File: config.mk
export PLATFORM = sky130hd
export DESIGN_NAME = cry_lut_arb
export DESIGN_NICKNAME = d
export VERILOG_FILES = /design/src/rtl/cry_pkg.sv /design/src/rtl/cry_scale.sv /design/src/rtl/cry_lut_arb.sv
export SDC_FILE = /design/constraint.sdc
export NUM_CORES = 1
export LEC_CHECK = 0
export BUFFER_PORTS_ARGS = -buffer_cell sky130_fd_sc_hd__buf_2
export CORE_UTILIZATION = 35
export DETAILED_ROUTE_END_ITERATION = 8
export PLACE_DENSITY_LB_ADDON = 0.3
export SLEW_MARGIN = 20
export SYNTH_ARGS = -nofsm -noshare
export SYNTH_HDL_FRONTEND = slang
export SYNTH_HIERARCHICAL = 1
export SYNTH_SLANG_ARGS = --single-unit
File: constraint.sdc
create_clock -name sys_clk -period 5 [get_ports sys_clk]
set_input_delay 0.25 -clock sys_clk [delete_from_list [all_inputs] [get_ports sys_clk]]
set_output_delay 0.25 -clock sys_clk [all_outputs]
set_load 0.1 [all_outputs]
File: src/rtl/cry_pkg.sv
// rtl/cry_pkg.sv - shared constants and types for the CRY lookup arbiter
// No ports: NREQ requesters, LUT_AW/LUT_DW ROM geometry, fixed lookup latency, requester-id type.
package cry_pkg;

    localparam int NREQ    = 2;
    localparam int LUT_AW  = 8;
    localparam int LUT_DW  = 8;
    localparam int LATENCY = 3;

    typedef logic [$clog2(NREQ)-1:0] req_id_t;

endpackage

File: src/rtl/cry_scale.sv
// rtl/cry_scale.sv - combinational intensity scaling of a ROM colour component
// Ports: rom_z (component from ROM), y (intensity) -> data = (rom_z * (y + 1)) >> 8.
module cry_scale
    import cry_pkg::*;
(
    input  logic [LUT_DW-1:0] rom_z,
    input  logic [7:0]        y,
    output logic [LUT_DW-1:0] data
);

    logic [8:0] y_p1;

    // y + 1 needs 9 bits so that y = 0xFF scales by exactly 256 and returns rom_z
    always_comb begin
        y_p1 = {1'b0, y} + 9'd1;
        data = LUT_DW'(({8'd0, rom_z} * {7'd0, y_p1}) >> 8);
    end

endmodule

File: src/rtl/cry_lut_arb.sv
// rtl/cry_lut_arb.sv - two-requester round-robin arbiter onto a shared registered CRY ROM
// Ports: sys_clk/reset_n; per requester N a lookup request (reqN_valid/ready/cr/y) and a
// result response (rspN_valid/ready/data); rom_a/rom_z to the external 256x8 ROM.
module cry_lut_arb
    import cry_pkg::*;
(
    input  logic              sys_clk,
    input  logic              reset_n,
    input  logic              req0_valid,
    output logic              req0_ready,
    input  logic [7:0]        req0_cr,
    input  logic [7:0]        req0_y,
    output logic              rsp0_valid,
    input  logic              rsp0_ready,
    output logic [LUT_DW-1:0] rsp0_data,
    input  logic              req1_valid,
    output logic              req1_ready,
    input  logic [7:0]        req1_cr,
    input  logic [7:0]        req1_y,
    output logic              rsp1_valid,
    input  logic              rsp1_ready,
    output logic [LUT_DW-1:0] rsp1_data,
    output logic [LUT_AW-1:0] rom_a,
    input  logic [LUT_DW-1:0] rom_z
);

    logic [NREQ-1:0]   busy_q, busy_d;
    req_id_t           last_q, last_d;
    logic              s1_valid_q, s1_valid_d;
    req_id_t           s1_id_q, s1_id_d;
    logic [7:0]        s1_y_q, s1_y_d;
    logic [LUT_AW-1:0] rom_a_q, rom_a_d;
    logic              s2_valid_q, s2_valid_d;
    req_id_t           s2_id_q, s2_id_d;
    logic [7:0]        s2_y_q, s2_y_d;
    logic [NREQ-1:0]   rsp_valid_q, rsp_valid_d;
    logic [LUT_DW-1:0] rsp0_data_q, rsp0_data_d;
    logic [LUT_DW-1:0] rsp1_data_q, rsp1_data_d;

    logic [NREQ-1:0]   elig;
    logic [NREQ-1:0]   gnt;
    logic [NREQ-1:0]   rsp_hs;
    logic              accept;
    req_id_t           acc_id;
    logic [LUT_DW-1:0] scaled;

    cry_scale u_scale (
        .rom_z (rom_z),
        .y     (s2_y_q),
        .data  (scaled)
    );

    // Arbitration: busy holds a requester off from accept until its response is consumed,
    // which also keeps a response slot reserved so the pipeline never stalls.
    always_comb begin
        elig = {req1_valid & ~busy_q[1], req0_valid & ~busy_q[0]};
        gnt  = elig;
        if (elig == 2'b11) begin
            gnt = (last_q == req_id_t'(1)) ? 2'b01 : 2'b10;
        end
        if (!reset_n) begin
            gnt = 2'b00;
        end
        accept = |gnt;
        acc_id = req_id_t'(gnt[1]);
        rsp_hs = rsp_valid_q & {rsp1_ready, rsp0_ready};
    end

    always_comb begin
        busy_d      = (busy_q | gnt) & ~rsp_hs;
        last_d      = accept ? acc_id : last_q;

        // Stage 1: rom_a is presented while the lookup sits here; it holds when empty.
        s1_valid_d  = accept;
        s1_id_d     = accept ? acc_id : s1_id_q;
        s1_y_d      = s1_y_q;
        rom_a_d     = rom_a_q;
        if (gnt[0]) begin
            s1_y_d  = req0_y;
            rom_a_d = req0_cr;
        end else if (gnt[1]) begin
            s1_y_d  = req1_y;
            rom_a_d = req1_cr;
        end

        // Stage 2 lines y up with the registered ROM output one cycle later.
        s2_valid_d  = s1_valid_q;
        s2_id_d     = s1_id_q;
        s2_y_d      = s1_y_q;

        rsp_valid_d = rsp_valid_q & ~rsp_hs;
        rsp0_data_d = rsp0_data_q;
        rsp1_data_d = rsp1_data_q;
        if (s2_valid_q) begin
            rsp_valid_d[s2_id_q] = 1'b1;
            if (s2_id_q == req_id_t'(0)) begin
                rsp0_data_d = scaled;
            end else begin
                rsp1_data_d = scaled;
            end
        end
    end

    always_ff @(posedge sys_clk or negedge reset_n) begin
        if (!reset_n) begin
            busy_q      <= '0;
            last_q      <= req_id_t'(1);
            s1_valid_q  <= 1'b0;
            s1_id_q     <= '0;
            s1_y_q      <= '0;
            rom_a_q     <= '0;
            s2_valid_q  <= 1'b0;
            s2_id_q     <= '0;
            s2_y_q      <= '0;
            rsp_valid_q <= '0;
            rsp0_data_q <= '0;
            rsp1_data_q <= '0;
        end else begin
            busy_q      <= busy_d;
            last_q      <= last_d;
            s1_valid_q  <= s1_valid_d;
            s1_id_q     <= s1_id_d;
            s1_y_q      <= s1_y_d;
            rom_a_q     <= rom_a_d;
            s2_valid_q  <= s2_valid_d;
            s2_id_q     <= s2_id_d;
            s2_y_q      <= s2_y_d;
            rsp_valid_q <= rsp_valid_d;
            rsp0_data_q <= rsp0_data_d;
            rsp1_data_q <= rsp1_data_d;
        end
    end

    assign req0_ready = gnt[0];
    assign req1_ready = gnt[1];
    assign rsp0_valid = rsp_valid_q[0];
    assign rsp1_valid = rsp_valid_q[1];
    assign rsp0_data  = rsp0_data_q;
    assign rsp1_data  = rsp1_data_q;
    assign rom_a      = rom_a_q;

endmodule

==> After elaboration in Yosys (flattened, before gate mapping) <==
Index checks and enable logic that the tools add are counted.
{ "word_totals": {"register_bits": 49, "latchBits": 0, "ramBits": 0, "romBits": 0, "n_memories": 0} }
{ "op_classes": {"add_sub_neg": 1, "n_mul": 1, "div": 0, "n_lt_le_gt_ge": 2, "n_eq_ne": 1, "n_shift": 0, "muxes": 10, "bitwise": 11, "n_reduce_logical": 5} }
{ "ops": {"columns": ["operator", "count"], "rows": [
  ["$mux W8", 4],
  ["$mul A8 B9 Y16", 1],
  ["$add A8 B1 Y9 const B", 1],
  ["$mux W2", 4],
  ["$and A2 B2 Y2", 3],
  ["$or A2 B2 Y2", 2],
  ["$reduce_and A2 Y1", 2],
  ["$not A1 Y1", 3],
  ["$and A1 B1 Y1", 2],
  ["$eq A2 B2 Y1 const B", 1],
  ["$lt A1 B2 Y1 const B", 1],
  ["$not A2 Y2", 1],
  ["$reduce_bool A2 Y1", 1],
  ["$reduce_or A2 Y1", 1],
  ["$demux W1 S1", 1],
  ["$ge A1 B1 Y1 const B", 1],
  ["$logic_and A1 B1 Y1", 1],
  ["$mux W1", 1]
]} }

==> Logic depth before layout (Yosys ltp) <==
{ "logic_depth": {"word_depth": 7, "ltp_mapped": 20} }

==> Hierarchy <==
The synthesis kept the hierarchy.
{ "by_module_without_submodules": {"columns": ["module", "n_inst", "cells_per_inst", "area_per_inst_um2", "seq_area_each_um2"], "rows": [
  ["cry_scale", 1, 252, 2244.7, 0.0],
  ["cry_lut_arb", 1, 133, 1994.4, 1227.4]
]} }

==> Least setup slack after synthesis <==
OpenSTA, ideal clock, no wires.
{ "synth_path": {"path_type": "reg2reg", "start": "register s2_y_q[0]", "end": "register rsp0_data_q[3] (netlist: rsp0_data[3])", "setup_time_ps": 126, "t_arrival_ps": 4958, "required_ps": 4874, "slack_ps": -84, "stages_incl_launch_ff": 20, "n_path_buf": 0, "path_cell_list": "dfrtp_1 ha_1 nand3_1 nor2_1 xnor2_1 nor2b_1 fa_1 fa_1 fa_1 inv_1 fa_1 inv_1 ha_1 a21oi_1 a21boi_0 a211o_2 a21oi_2 o21ai_0 and2_1 mux2_2"} }
{ "synth_between": {"elab_chain_len": 2} }
{ "synth_lines": {"columns": ["item", "line_no", "text"], "rows": [
  ["from (decl)", "cry_lut_arb.sv:35", "logic [7:0] s2_y_q, s2_y_d;"],
  ["from (signal assigned)", "cry_lut_arb.sv:127", "s2_y_q <= s2_y_d;"],
  ["$add A8 B1 Y9", "cry_scale.sv:15", "y_p1 = {1'b0, y} + 9'd1;"],
  ["$mul A8 B9 Y16", "cry_scale.sv:16", "data = LUT_DW'(({8'd0, rom_z} * {7'd0, y_p1}) >> 8);"],
  ["named net scaled[3]", "cry_lut_arb.sv:45", "logic [LUT_DW-1:0] scaled;"],
  ["to (signal assigned)", "cry_lut_arb.sv:129", "rsp0_data_q <= rsp0_data_d;"],
  ["to (decl)", "cry_lut_arb.sv:37", "logic [LUT_DW-1:0] rsp0_data_q, rsp0_data_d;"]
]} }
The timed path passes the listed nets, and every way through them passes these cells.
A chain may end at the register's enable or synchronous reset.

==> Worst setup path after layout <==
{ "layout_path": {"start": "register s2_y_q[0]", "end": "register rsp1_data_q[6] (netlist: rsp1_data[6])"} }
{ "layout_between": {"elab_chain_len": 2} }
{ "layout_lines": {"columns": ["item", "line_no", "text"], "rows": [
  ["$add A8 B1 Y9", "cry_scale.sv:15", null],
  ["$mul A8 B9 Y16", "cry_scale.sv:16", null],
  ["named net scaled[6]", "cry_lut_arb.sv:45", null],
  ["to (signal assigned)", "cry_lut_arb.sv:130", "rsp1_data_q <= rsp1_data_d;"],
  ["to (decl)", "cry_lut_arb.sv:38", "logic [LUT_DW-1:0] rsp1_data_q, rsp1_data_d;"]
]} }
The timed path passes the listed nets, and every way through them passes these cells.

==> results by group <==
STA
  • Rel. slew slack: 48.4%
  • Measured slew at the worst slew-check pin: 0.774 ns
  • WHS: 0.0679 ns
  • Final Hold Vio Count: 0
  • Pins Over Slew Limit: 0
  • Layout Skew: 0.00736 ns
  • Fmax: 206 MHz
  • Final Setup Violations: 0
  • Final worst slack: 0.148 ns
  • Fin crit share: 97.0%
  • Tmin final: 4.85 ns

Layout
  • Syn-to-layout area delta: 27.9%
  • Nets: 606
  • Most frequent cells in the layout: buf_2, inv_1, dfrtp_1
  • Final std cells w/o fill: 631
  • Fill count: 1081
  • Antenna diode instance count: 0
  • Most common cell after layout, fill and taps aside: buf_2
  • Layout cell share with drive strength beyond 1: 39.8%

Global route
  • Largest net degree at the start of global routing: 57
  • Initial antenna violation count: 0
  • First-pass GRT wire length: 16.1 mm
  • Number of global-route vias before repair: 3355
  • Tot GR Track Use: 16.0%
  • Total grt overflow: 0

Flow run
  • Max Cap Viol: 0

Outcome
  • Status: complete, but fails checks
  • Failing checks: design-rule violations

Drt
  • Vias/cell: 5.07
  • Vias: 3197
  • Initial drt markers: 144
  • Drt pass-1 iters: 6
  • Per-cell routed wire length: 15.0 um
  • DRT Wirelength: 9.49 mm
  • Final ANT Viol Nets: 0
  • Residual DRC: 2

Critical path
  • Slowest stage delay, CP: 0.53 ns
  • Worst-path cell chain: buf_6, nand2_2, nor2_4, xnor2_4, nand2b_4, fa_1, fa_1, inv_1, fa_1, inv_2, fa_1, inv_1, ha_4, and4_1, a211o_4, buf_4, nand2_2, o21ai_2, xor2_1, mux2_2
  • Most used cell, CP: fa_1
  • CP startpoint kind: register
  • Arr. time, crit path: 5.03 ns
  • Required time of the critical path: 5.18 ns
  • Crit. End Element: register
  • Slowest cell on crit path: fa_1
  • Max FO, Critical Path: 5
  • Critical path class: reg -> reg

Yosys
  • Compound-gate portion of the synthesized area: 10.7%
  • Post-synthesis mux area share: 4.25%
  • Post-Synth Simple-Gate Area: 18.6%
  • Post-synth EDFFs: 0
  • Ys Warns: 6
  • Yosys reg bits: 49
  • Mapped Cells: 385
  • Synth Net Count: 504
  • Main flop type after synthesis: dfrtp_1
  • Synth Area in XOR/XNOR: 3.51%
  • Sequential area share after synthesis: 29.0%
  • Syn avg cell area: 11.0 um2
  • Async S/R FF share, synth: 100%
  • Adder-cell share of the synthesized area: 28.6%
  • Cell variety after synth: 47
  • Largest family of logic cells by synthesized area: adder cells
  • Cell area after synthesis: 4240 um2

Clocking
  • CTS tree: yes
  • Clock buffer depth: 2
  • H-tree levels: 2
  • CTS root buffer: clkbuf_16
  • CTS Buf Count: 5
  • Clock latency on the worst-skew pair: 0.29 ns
  • Sink Count: 49
  • CTS clock-pin slew for the worst setup and hold paths: 0.07 ns

Die
  • Die height: 112 um
  • Core area: 11600 um2
  • I/O Pins: 74
  • Die area: 12600 um2
  • Starting density of the core: 36.5%
  • Site Rows: 39
  • Die extent in x: 112 um

Placement
  • Place WS: -0.145 ns
  • Placed insts: 615
  • Buffers on Ports: 73
  • DP HPWL: 7.32 mm
  • Gpl congestion: 0.851

Hold path
  • Hold WC Path Type: in -> async
-- worst max-delay path, delay by kind of cell, from the launching register on --
| kind | cells | cell delay (ns) |
|---|---|---|
| xor gates and xnor gates | 2 | 0.32 |
| adders and majority gates | 5 | 2.21 |
| and+or+nand+nor | 5 | 0.67 |
| buffers and inverters | 5 | 0.43 |
| muxes | 1 | 0.27 |
| AOI/OAI and AO/OA | 2 | 0.41 |
| DFF | 1 | 0.42 |
-- metrics by stage --
step	util [%]	instance area [um2]	setup TNS (ns)
floorplan	-	4260	0
global placement	42.3	4910	-0.108
detailed placement	42.3	4910	-0.710
CTS	44.8	5200	0
global route	46.7	5420	-0.117
finish	46.7	5420	0
-- repair_timing --
item	CTS	global route
pin swaps	5	33
buffers inserted	3	5
setup endpoints to repair	10	10
hold buffers	0	0
endpoints found under the hold margin	0	0
gates resized for setup	18	38
-- routing by layer --
layer / GRT usage, % / up-vias / wire length [um]
met5: 0 / - / 0
met3: 2.75 / 10 / 418
li1: - / 1495 / -
met4: 4.98 / 0 / 145
met1: 21.9 / 1620 / 4280
met2: 25.9 / 72 / 4640
-- worst paths after layout --
kind	from	to	slack, ns	cells after the start
max	s2_y_q[0]	rsp1_data[6]	0.15	20
min	reset_n	rom_a[1]	0.07	2
max reg2reg	s2_y_q[0]	rsp1_data[6]	0.15	20
min reg2reg	s1_valid_q	s2_valid_q	0.36	0
max in group asynchronous	reset_n	s2_y_q[3]	4.44	2
min in group sys_clk	rsp0_ready	busy_q[0]	0.13	2
-- layout make-up --
class | instances | area, um2 | area share, %
Clock buffer | 5 | 125 | 2.31
Clock inverter | 3 | 17.5 | 0.323
Inverter | 50 | 188 | 3.46
Multi-Input combinational cell | 280 | 3100 | 57.1
Sequential cell | 49 | 1230 | 22.7
Tap cell | 143 | 179 | 3.30
Timing Repair Buffer | 101 | 587 | 10.8
-- sequential cells by signal, summed over array words and instances (netlist names) --
register	flops
rsp_valid_q	2
rsp1_data	8
s2_id_q	1
s1_y_q	8
s2_y_q	8
rom_a	8
last_q	1
busy_q	2
rsp0_data	8
s2_valid_q	1
s1_valid_q	1
s1_id_q	1
-- Yosys cell counts (2+ instances only) --
cell | count | area [um2]
nand4_1 | 2 | 12.5
dfrtp_1 | 48 | 1200
and4b_2 | 5 | 56.3
a21o_1 | 4 | 30.0
o21ai_2 | 2 | 17.5
a221oi_1 | 5 | 43.8
o21ai_0 | 9 | 45.0
buf_2 | 3 | 15.0
nand3_1 | 8 | 40.0
ha_1 | 33 | 413
and3_1 | 2 | 12.5
a2bb2oi_1 | 7 | 61.3
fa_1 | 40 | 801
nor2b_1 | 35 | 219
nand2b_4 | 2 | 27.5
mux2_2 | 16 | 180
nor3b_1 | 11 | 82.6
and2b_1 | 5 | 37.5
xor2_1 | 9 | 78.8
a21oi_1 | 7 | 35.0
inv_1 | 50 | 188
a221o_2 | 3 | 33.8
nand2_1 | 10 | 37.5
a221o_1 | 8 | 80.1
xnor2_1 | 8 | 70.1
nand2b_1 | 8 | 50.1
a21o_2 | 2 | 17.5
buf_6 | 2 | 22.5
nor2_1 | 4 | 15.0
and2_1 | 20 | 125
-- cell families after synthesis --
group	count (synthesis)
AND/OR/NAND/NOR	120
adder cells (fa/ha/maj)	73
buffers and inverters	56
AO/OA/AOI/OAI	54
flip-flops	49
XOR/XNOR	17
multiplexers	16
Power is left out: the tool's default activity adds up to more than one toggle a clock period on the data nets, which glitch-free logic cannot reach.
